<file path="config.mk">
export PLATFORM = sky130hd
export DESIGN_NAME = bram_access_arbiter
export DESIGN_NICKNAME = d
export VERILOG_FILES = /design/src/rtl/bram_access_arbiter.sv
export SDC_FILE = /design/constraint.sdc
export NUM_CORES = 1
export LEC_CHECK = 0
export CORE_MARGIN = 1
export CORE_UTILIZATION = 31
export CTS_CLUSTER_SIZE = 20
export DETAILED_ROUTE_END_ITERATION = 12
export PLACE_DENSITY_LB_ADDON = 0.25
export RECOVER_POWER = 100
export REMOVE_ABC_BUFFERS = 1
export SLEW_MARGIN = 20
export SYNTH_ARGS = -nofsm -noshare
export SYNTH_HDL_FRONTEND = slang
export SYNTH_SLANG_ARGS = --single-unit
</file>
<file path="constraint.sdc">
create_clock -name wb_clk_i -period 2 [get_ports wb_clk_i]
set_clock_uncertainty 0.15 [all_clocks]
set_input_delay 0.5 -clock wb_clk_i [delete_from_list [all_inputs] [get_ports wb_clk_i]]
set_output_delay 0.5 -clock wb_clk_i [all_outputs]
set_load 0.02 [all_outputs]
</file>
<file path="src/rtl/bram_access_arbiter.sv">
// Two-requester arbiter (Wishbone firmware / accelerator) in front of a single-port BRAM.
// Define BRAM_ARB_WB_PRIO_EN for fixed WB priority; default is round-robin.
module bram_access_arbiter #(
    parameter int unsigned DELAYS    = 10,
    parameter logic [31:0] ADDR_MASK = 32'h0000_FFFF
) (
    input  logic        wb_clk_i,
    input  logic        wb_rst_n,
    input  logic        wbs_cyc_i,
    input  logic        wbs_stb_i,
    input  logic        wbs_we_i,
    input  logic [3:0]  wbs_sel_i,
    input  logic [31:0] wbs_adr_i,
    input  logic [31:0] wbs_dat_i,
    output logic        wbs_ack_o,
    output logic [31:0] wbs_dat_o,
    input  logic        acc_req_i,
    input  logic        acc_we_i,
    input  logic [3:0]  acc_sel_i,
    input  logic [31:0] acc_adr_i,
    input  logic [31:0] acc_dat_i,
    output logic        acc_gnt_o,
    output logic        acc_rvalid_o,
    output logic [31:0] acc_dat_o,
    output logic        bram_en_o,
    output logic [3:0]  bram_we_o,
    output logic [31:0] bram_adr_o,
    output logic [31:0] bram_dat_o,
    input  logic [31:0] bram_dat_i,
    output logic        busy_o
);

    localparam int unsigned CNT_W     = (DELAYS > 1) ? $clog2(DELAYS) : 1;
    localparam int unsigned CNT_LAST  = (DELAYS > 0) ? DELAYS - 1 : 0;
    localparam bit          HAS_WAIT  = (DELAYS != 0);

    typedef enum logic [1:0] {
        S_IDLE   = 2'd0,
        S_WAIT   = 2'd1,
        S_ACCESS = 2'd2,
        S_RESP   = 2'd3
    } state_t;

    typedef struct packed {
        logic        owner_acc;
        logic        we;
        logic [3:0]  sel;
        logic [31:0] adr;
        logic [31:0] dat;
    } cmd_t;

    state_t           state;
    state_t           state_nxt;
    cmd_t             cmd;
    logic [CNT_W-1:0] cnt;
    logic             wb_req;
    logic             grant;
    logic             pick_acc;

    assign wb_req = wbs_cyc_i & wbs_stb_i;
    assign grant  = (state == S_IDLE) & (wb_req | acc_req_i);

    // Owner selection on a tie: fixed WB priority or alternate away from the last owner.
`ifdef BRAM_ARB_WB_PRIO_EN
    assign pick_acc = acc_req_i & ~wb_req;
`else
    logic last_acc;

    assign pick_acc = acc_req_i & (~wb_req | ~last_acc);

    always_ff @(posedge wb_clk_i or negedge wb_rst_n) begin
        if (!wb_rst_n) begin
            last_acc <= 1'b1;
        end else if (grant) begin
            last_acc <= pick_acc;
        end
    end
`endif

    // State register
    always_ff @(posedge wb_clk_i or negedge wb_rst_n) begin
        if (!wb_rst_n) begin
            state <= S_IDLE;
        end else begin
            state <= state_nxt;
        end
    end

    // Next-state logic
    always_comb begin
        state_nxt = state;
        case (state)
            S_IDLE: begin
                if (grant) begin
                    state_nxt = HAS_WAIT ? S_WAIT : S_ACCESS;
                end
            end
            S_WAIT: begin
                if (!cmd.owner_acc && !wbs_cyc_i) begin
                    state_nxt = S_IDLE;
                end else if (cnt == CNT_W'(CNT_LAST)) begin
                    state_nxt = S_ACCESS;
                end
            end
            S_ACCESS: state_nxt = S_RESP;
            S_RESP:   state_nxt = S_IDLE;
            default:  state_nxt = S_IDLE;
        endcase
    end

    // Command latch and wait counter
    always_ff @(posedge wb_clk_i or negedge wb_rst_n) begin
        if (!wb_rst_n) begin
            cmd <= '0;
            cnt <= '0;
        end else begin
            if (grant) begin
                cmd.owner_acc <= pick_acc;
                cmd.we        <= pick_acc ? acc_we_i  : wbs_we_i;
                cmd.sel       <= pick_acc ? acc_sel_i : wbs_sel_i;
                cmd.adr       <= pick_acc ? acc_adr_i : wbs_adr_i;
                cmd.dat       <= pick_acc ? acc_dat_i : wbs_dat_i;
            end
            if ((state == S_WAIT) && (state_nxt == S_WAIT)) begin
                cnt <= cnt + CNT_W'(1);
            end else begin
                cnt <= '0;
            end
        end
    end

    // Output decode; read data is passed straight through from the BRAM register
    always_comb begin
        wbs_ack_o    = 1'b0;
        wbs_dat_o    = '0;
        acc_gnt_o    = 1'b0;
        acc_rvalid_o = 1'b0;
        acc_dat_o    = '0;
        bram_en_o    = 1'b0;
        bram_we_o    = '0;
        busy_o       = 1'b0;
        bram_adr_o   = cmd.adr & ADDR_MASK;
        bram_dat_o   = cmd.dat;
        case (state)
            S_IDLE: begin
                acc_gnt_o = grant & pick_acc & wb_rst_n;
            end
            S_WAIT: begin
                busy_o = 1'b1;
            end
            S_ACCESS: begin
                busy_o    = 1'b1;
                bram_en_o = 1'b1;
                bram_we_o = cmd.sel & {4{cmd.we}};
            end
            S_RESP: begin
                busy_o    = 1'b1;
                bram_en_o = 1'b1;
                if (cmd.owner_acc) begin
                    acc_rvalid_o = 1'b1;
                    acc_dat_o    = bram_dat_i;
                end else begin
                    wbs_ack_o = wbs_cyc_i;
                    wbs_dat_o = bram_dat_i;
                end
            end
            default: ;
        endcase
    end

endmodule
</file>
==> out/results.tsv <==
stage	metric	value	unit
cts	cts_sinks	61	
cts	ctsHtreeMaxLevel	3	
detailed_routing	drtPass1Iterations	4	
cells_and_area	layout-drive-gt1-share	31.82	%
yosys	avgSynthCellArea	9.876	um^2
grt	grt.total_usage	18.89	%
cells_and_area	syn2layout_area_growth	64.20	%
timing	period_share	103.0	%
critical_path	crit_fanout	33	
cells_and_area	fillers	1375	
yosys	synth_top_area_share	31.22	%
timing	holdWs	0.3573	ns
placed_design	portBuffers	263	
yosys	synth_top_cell_by_area	dfrtp_1	
yosys	synth_common_cells	buf_4 (66), and2_1 (65), dfrtp_1 (60)	
timing	fin_crit	2.060	ns
critical_path	cp.arrival	1.41	ns
yosys	syn_inst	487	
grt	antenna_found_initial	0	
yosys	synthMostInstantiatedCell	buf_4	
yosys	ys_seq_area_share	31.76	%
grt	grt_pass1_vias	4370	
timing	hold_viol_final	0	
detailed_routing	route.detailed.drc	0	
yosys	synth_edf_count	0	
grt	grt-ovfl-total	0	
critical_path	crit_type	register to output port	
yosys	synth_warnings	0	
cells_and_area	postLayoutCellArea	0.007898	mm^2
yosys	synth.area.top_cells	dfrtp_1 (31%), a31oi_4 (22%), buf_4 (10%)	
cts	cts.clk_slew.worst_paths	0.05	ns
detailed_routing	wl_per_cell	17.80	um
floorplanning	die_x	126.6	um
cts	numCtsBuffers	9	
detailed_routing	drt_iter0_drc	258	
power	powerDensity	1096	mW/mm^2
floorplanning	die_h	126.6	um
cts	cts_buffer_depth	2	
run	max_cap_violations	0	
power	max-vdd-ir-drop	577.9	uV
floorplanning	core	0.01515	mm^2
power	leakage	3.128	nW
floorplanning	ios	312	
timing	worstMarginPinSlew	1.427	ns
timing	finalMaxSlewViolations	0	
cells_and_area	nets	879	
grt	grt_start_max_net_pins	62	
critical_path	required	1.35	ns
critical_path	worstSetupEndpointType	output port	
timing	finalWorstSetupSlack	-0.06016	ns
floorplanning	row_count	45	
timing	rsz0062_at_grt	true	
yosys	synth.cell_area	0.004810	mm^2
cells_and_area	postLayoutCoreUtil	52.14	%
detailed_routing	vias	4443	
grt	grt_pass1_wl	23.52	mm
timing	slew_headroom	4.889	%
cts	tritoncts	done	
detailed_routing	final_antenna_net_count	0	
detailed_routing	totalWireLength	15.95	mm
yosys	async_flop_share	100.0	%
critical_path	cp-start-kind	register	
timing	fmax	0.4854	GHz
yosys	ys_types	29	
cts	clock_latency	0.32	ns
placed_design	pre_cts_ws	-0.6706	ns
timing	setup_viol	68	
floorplanning	die_area	0.01602	mm^2
yosys	synth_seq_cells	61	
placed_design	dp_hpwl	11.36	mm
cts	clockRootBuffer	clkbuf_16	
run_status	status	finished with violations	
detailed_routing	vias_per_cell	4.959	
placed_design	place_congestion	0.7753	
yosys	synth-main-ff-cell	dfrtp_1	
floorplanning	start_util	31.76	%
run_status	violations	setup timing	
min_path	hp-class	register to register	
placed_design	place_area	0.007328	mm^2
-- logic make-up (layout without fill, tap and decap cells) --
kind of cell | after synthesis | in the layout | share of synthesized area (%)
AOI/OAI and AO/OA | 165 | 165 | 34.50
xor gates and xnor gates | 2 | 2 | 0.3643
adders and majority gates | 2 | 2 | 0.5202
buffers and inverters | 115 | 320 | 16.34
DFF | 61 | 61 | 31.76
other | 1 | 17 | 0.07797
and+or+nand+nor | 141 | 141 | 16.44
-- sequential cells by signal (all words and copies together) (netlist names) --
name,count
state,2
bram_dat_o,32
cmd,6
last_acc,1
bram_adr_o,16
cnt,4
-- worst max-delay path, cell delays in order (launching register included) --
cell,delay [ns]
dfrtp_1,0.39
nand2_1,0.08
nor2_2,0.12
buf_12,0.18
and2_1,0.17
buf_4,0.15
-- worst paths after layout --
check                                     start                         end  slack (ns)  cells past startpoint
setup / recovery             state[1]$_DFF_PN0_               wbs_dat_o[28]       -0.06                      5
hold / removal                 cnt[0]$_DFF_PN0_            cnt[0]$_DFF_PN0_        0.36                      1
setup reg to reg           last_acc$_DFFE_PN1P_  bram_dat_o[16]$_DFFE_PN0P_        0.13                      4
hold reg to reg                cnt[0]$_DFF_PN0_            cnt[0]$_DFF_PN0_        0.36                      1
max in group asynchronous              wb_rst_n   bram_adr_o[7]$_DFFE_PN0P_        0.30                      2
min in group asynchronous              wb_rst_n         cmd[66]$_DFFE_PN0P_        0.54                      2
-- metrics by stage --
stage	power, mW	std cells	TNS [ns]
after floorplan	4.849	391	-127.42
after global placement	6.898	874	-38.75
after detailed placement	6.987	874	-40.40
after CTS	8.759	891	-3.784
after global routing	9.092	895	-7.347
final	8.652	896	-2.077
-- area by class of cell --
cell class                      count  area (um^2)  area share (%)
Clock inverter                      4        70.07          0.8872
Sequential cell                    61         1528           19.34
Timing Repair Buffer              300         3112           39.40
Inverter                            4        15.01          0.1901
Antenna cell                        1        2.502         0.03169
Clock buffer                       12        256.5           3.248
Tap cell                          188        235.2           2.978
Multi-Input combinational cell    326         2679           33.92
-- cells in the final DEF, fill, tap and decap left out, types with 3 or more instances in the layout --
cell / count
dlymetal6s2s_1: 5
buf_12: 10
buf_4: 34
nand3_1: 55
nor2_1: 4
buf_2: 4
conb_1: 16
clkdlybuf4s50_1: 180
and2_4: 37
dfrtp_1: 60
a21oi_1: 53
and2_1: 29
o21ai_0: 54
dlygate4sd2_1: 4
a31oi_4: 50
buf_6: 61
a31oi_1: 3
and3_1: 5
clkbuf_16: 11
inv_2: 3
-- timing repair --
action | CTS | global route
resized for setup | 350 | 111
buffers inserted | 1 | 1
pin swaps | 3 | 21
endpoints found under the setup margin | 79 | 77
hold buffers | 0 | 0
gates cloned | 0 | 3
-- routing by layer --
metal	wire (um)	track usage, %	up-vias
met1	5811	20.78	2132
met5	0	0	-
met2	8402	34.74	229
li1	-	-	2071
met4	152	4.181	0
met3	1584	6.622	11
-- power breakdown --
part | internal [mW] | leakage, nW | switching [mW] | total [mW]
logic | 2.28 | 2.27 | 2.48 | 4.75
registers | 1.83 | 0.691 | 0.362 | 2.20
clock network | 1.15 | 0.163 | 0.551 | 1.71
Note: power is estimated with default switching activity, not from simulation.
==> RTL edit 1, RTL diff (same settings) <==
The 4 states of `state_t` get a one-hot encoding in 4 bits.
--- a/src/rtl/bram_access_arbiter.sv
+++ b/src/rtl/bram_access_arbiter.sv
@@ -34,11 +34,11 @@
     localparam int unsigned CNT_LAST  = (DELAYS > 0) ? DELAYS - 1 : 0;
     localparam bit          HAS_WAIT  = (DELAYS != 0);
 
-    typedef enum logic [1:0] {
-        S_IDLE   = 2'd0,
-        S_WAIT   = 2'd1,
-        S_ACCESS = 2'd2,
-        S_RESP   = 2'd3
+    typedef enum logic [3:0] {
+        S_IDLE   = 4'b0001,
+        S_WAIT   = 4'b0010,
+        S_ACCESS = 4'b0100,
+        S_RESP   = 4'b1000
     } state_t;
 
     typedef struct packed {
Check against the original RTL: same outputs for any inputs over 10 cycles, from zero or initial values and one cycle with wb_rst_n low; not proved beyond that.
==> RTL edit 1 against the unedited design <==
The run still ends with setup timing left; setup slack lost 190 ps; routed wire length increased by 11%; critical path depth unchanged; sequential power up 2%; sequential cell count increased by 2; cell area down 1.6%; total power is 2.4% higher; synthesized area is 13% lower; largest cell class unchanged.
==> RTL edit 1: results <==
[global_routing]
grt.total_usage_pct = 22.5
gr-usage-met3_pct = 6.27
grt_max_degree = 56
grt_pass1_wl_um = 24600
antenna_found_initial = 0
met1_usage_pct = 23.9
grt_util_met2_pct = 42.9

[critical_path]
cp_slowest_cell = dfstp_2
r2r_slack_ps = -140
rr_worst_depth = 8
cp-startpoint = state[0]
endpoint = acc_dat_o[6]
crit_fanout = 17
critPathMaxStageDelay_ps = 560
rr_endpoint = bram_dat_o[10]
critPathArrivalTime_ps = 1600

[placement]
dp_slack_ps = -685
hpwlAfterDp_um = 10600
place_congestion = 0.810
dp.cells = 883

[hold_path]
hp-class = input pin to async pin

[clocking]
clkSlewWorstSetupHoldPaths_ps = 50
cts_buffer_depth = 2

[layout]
final_net_count = 921
drive_above_1_share_pct = 29.0
antennaDiodeCount = 0

[yosys]
avgSynthCellArea_um2 = 8.27
synthMuxAreaShare_pct = 0.238
synth_seq_area_share_pct = 37.6
yosys-top-cells-area = dfrtp_1 36%, buf_4 13%, and2_1 9.7%
synth_cell_types = 36
synth-xor-area-share_pct = 0.834
synthArstFlopShare_pct = 100
synth_compound_gate_area_share_pct = 22.1
synth_adder_area_share_pct = 0.596
netlist_top_cells_count = 70 x buf_4, 65 x and2_1, 61 x dfrtp_1, 55 x nand3_1, 54 x a21oi_1

[detailed_routing]
wl_met1_um = 6750
vias = 4747
route.met2.wl_um = 9060
vias_per_cell = 5.14
avgRoutedWirePerCell_um = 19.2
final_antenna_net_count = 0
drt_iter0_markers = 230
dr.pass1.iters = 4
wl_met3_um = 1620

[run_status]
outcome = finished with violations
violations = setup timing

[sta]
layout_setup_ws_ps = -248
max-slew-margin-rel_pct = 60.4
hold_slack_ps = 337
setup_viol = 126

[floorplanning]
fp.coreArea_mm2 = 0.0132

[power_and_ir_drop]
leakage_uw = 0.00334
ir_drop_v = 0.000516
-- RTL edit 1: changes by cell type after synthesis, sizes merged, moves of 2 or more --
cell / unedited run / this run
nor2: 8 / 10
clkbuf: 35 / 30
and3: 7 / 3
buf: 76 / 82
nor3: 0 / 5
a22o: 2 / 0
and4: 0 / 2
inv: 4 / 9
-- RTL edit 1: through the flow --
stage | TNS (ps) | instance area (um2)
global route | -29790 | 7770
floorplan | -65840 | 3520
finish | -19930 | 7770
CTS | -15290 | 7160
global placement | -38830 | 6690
detailed placement | -39820 | 6690
-- RTL edit 1: report_power, final --
| group | leakage [uW] | total (uW) | internal, uW | switching (uW) |
|---|---|---|---|---|
| logic | 0.00248 | 5060 | 2560 | 2500 |
| clock network | 0.000145 | 1570 | 1020 | 543 |
| registers | 0.000717 | 2240 | 1880 | 355 |
| total | 0.00334 | 8860 | 5460 | 3400 |
-- RTL edit 1: area by class of cell --
cell class              count  area, um2
inverters                   9       33.8
fillers                  1169       5470
clock buffers              12        256
well taps                 176        220
multi-input cells         339       2080
repair buffers            322       3560
clock inverters             3       42.5
flip-flops and latches     63       1580
-- RTL edit 1: cell families after synthesis --
| logic type | Yosys count |
|---|---|
| AOI/OAI and AO/OA | 168 |
| xor gates and xnor gates | 4 |
| adders and majority gates | 2 |
| buffers and inverters | 121 |
| DFF | 63 |
| muxes | 1 |
| other | 1 |
| and+or+nand+nor | 148 |
-- RTL edit 1: repair_timing --
action | in CTS | in global routing
pin swaps | 5 | 39
resized for setup | 407 | 114
gates cloned | 5 | 12
endpoints found under the setup margin | 130 | 138
setup buffers | 5 | 5
-- RTL edit 1: worst reg2reg max path: stages (launching register included) --
cell       delay [ps]
dfstp_2           560
buf_4             140
nor4b_4           210
buf_4             150
buf_4             110
buf_12            110
and2_4            300
clkbuf_16         210
a31oi_1            80
==> RTL edit 2, RTL diff (same flow settings) <==
Made on the original files. `DELAYS`: 10 -> 20.
--- a/src/rtl/bram_access_arbiter.sv
+++ b/src/rtl/bram_access_arbiter.sv
@@ -1,7 +1,7 @@
 // Two-requester arbiter (Wishbone firmware / accelerator) in front of a single-port BRAM.
 // Define BRAM_ARB_WB_PRIO_EN for fixed WB priority; default is round-robin.
 module bram_access_arbiter #(
-    parameter int unsigned DELAYS    = 10,
+    parameter int unsigned DELAYS    = 20,
     parameter logic [31:0] ADDR_MASK = 32'h0000_FFFF
 ) (
     input  logic        wb_clk_i,
Behaviour: same outputs for any inputs over 10 cycles, from zero or initial values and one cycle with wb_rst_n low; that may be too few to reach the edited logic, so the function may still have changed.
==> RTL edit 2 against the unedited design <==
The run still ends with setup timing left; critical path depth decreased by 1; cell count rose by 1.3%; total power fell by 2.0%; synthesized cell count rose by 1.4%; synthesized area decreased by 0.68%; setup slack worse by 68 ps; non-clock buffer count rose by 6; register-to-register slack worse by 30 ps; routed wire length increased by 2.1%; cell area is 2.1% higher; hold slack lost 41 ps; sequential cell count is 1 higher; via count grew 2.0%.
==> RTL edit 2: results <==
[detailed_routing]
avgRoutedWirePerCell_um = 17.9
vias_per_cell = 4.99

[placement]
place_congestion = 0.764
placed_cell_area_mm2 = 0.00725
dp.cells = 880
dp_slack_ps = -655
hpwlAfterDp_um = 11400

[yosys]
synth_compound_gate_area_share_pct = 33.2
synth_adder_area_share_pct = 0.262
netlist_top_cells_count = 65 x and2_1, 65 x buf_4, 61 x dfrtp_1, 55 x nand3_1, 55 x o21ai_0
synth_cell_types = 34

[layout]
final_net_count = 891
drive_above_1_share_pct = 35.6

[sta]
setup_viol = 67
tns_ps = -5470
worstMarginPinSlew_ps = 1440
layout_setup_ws_ps = -128
hold_slack_ps = 316

[critical_path]
crit_fanout = 8
critPathMaxStageDelay_ps = 420

[global_routing]
antenna_found_initial = 2
grt_pass1_wl_um = 24000
grt_pass1_vias = 4512

[run_status]
outcome = finished with violations
violations = setup timing

[power_and_ir_drop]
leakage_uw = 0.00327
ir_drop_v = 0.000623
RTL edit 2: changes by cell type in the layout (fill, tap and decap cells not counted), moves of 7 or more:
cell,unedited run,this run
and2_1,29,9
and2_4,37,57
buf_6,61,76
a31oi_2,0,10
a31oi_4,50,40
dlymetal6s2s_1,5,15
clkdlybuf4s50_1,180,171
buf_4,34,27
RTL edit 2: path summary, 6_finish.rpt:
check                          from        endpoint  cells after the start
max in group asynchronous  wb_rst_n  bram_dat_o[12]                      2
hold reg to reg              cnt[0]          cnt[0]                      1
setup / recovery            cmd[69]   acc_dat_o[29]                      4
setup reg to reg           state[1]   bram_dat_o[7]                      8
hold / removal               cnt[0]          cnt[0]                      1
min in group asynchronous  wb_rst_n   bram_dat_o[6]                      2
RTL edit 2: routing by layer:
| layer | global-route usage (%) | share of wire, % |
|---|---|---|
| met4 | 5.88 | 2.3 |
| met3 | 7.69 | 9.6 |
| met2 | 36.5 | 52 |
| met1 | 19.4 | 36 |
| met5 | 0 | 0.16 |
RTL edit 2: area by class of cell:
| cell class | count | area, um2 |
|---|---|---|
| Fill cell | 1349 | 7090 |
| Timing Repair Buffer | 306 | 3220 |
| Multi-Input combinational cell | 331 | 2700 |
| Sequential cell | 62 | 1550 |
| Clock buffer | 13 | 270 |
| Tap cell | 188 | 235 |
| Clock inverter | 3 | 65.1 |
| Inverter | 5 | 21.3 |
RTL edit 2: report_power, final:
group | total (uW) | switching (uW) | leakage (uW) | internal, uW
Sequential | 2210 | 353 | 0.000705 | 1850
Clock | 1740 | 545 | 0.000166 | 1190
Combinational | 4530 | 2390 | 0.00240 | 2150
RTL edit 2: timing repair:
action	in CTS	in global routing
buffers inserted	5	4
pin swaps	5	23
gates cloned	1	3
setup endpoints to repair	75	130
gates resized for setup	379	119
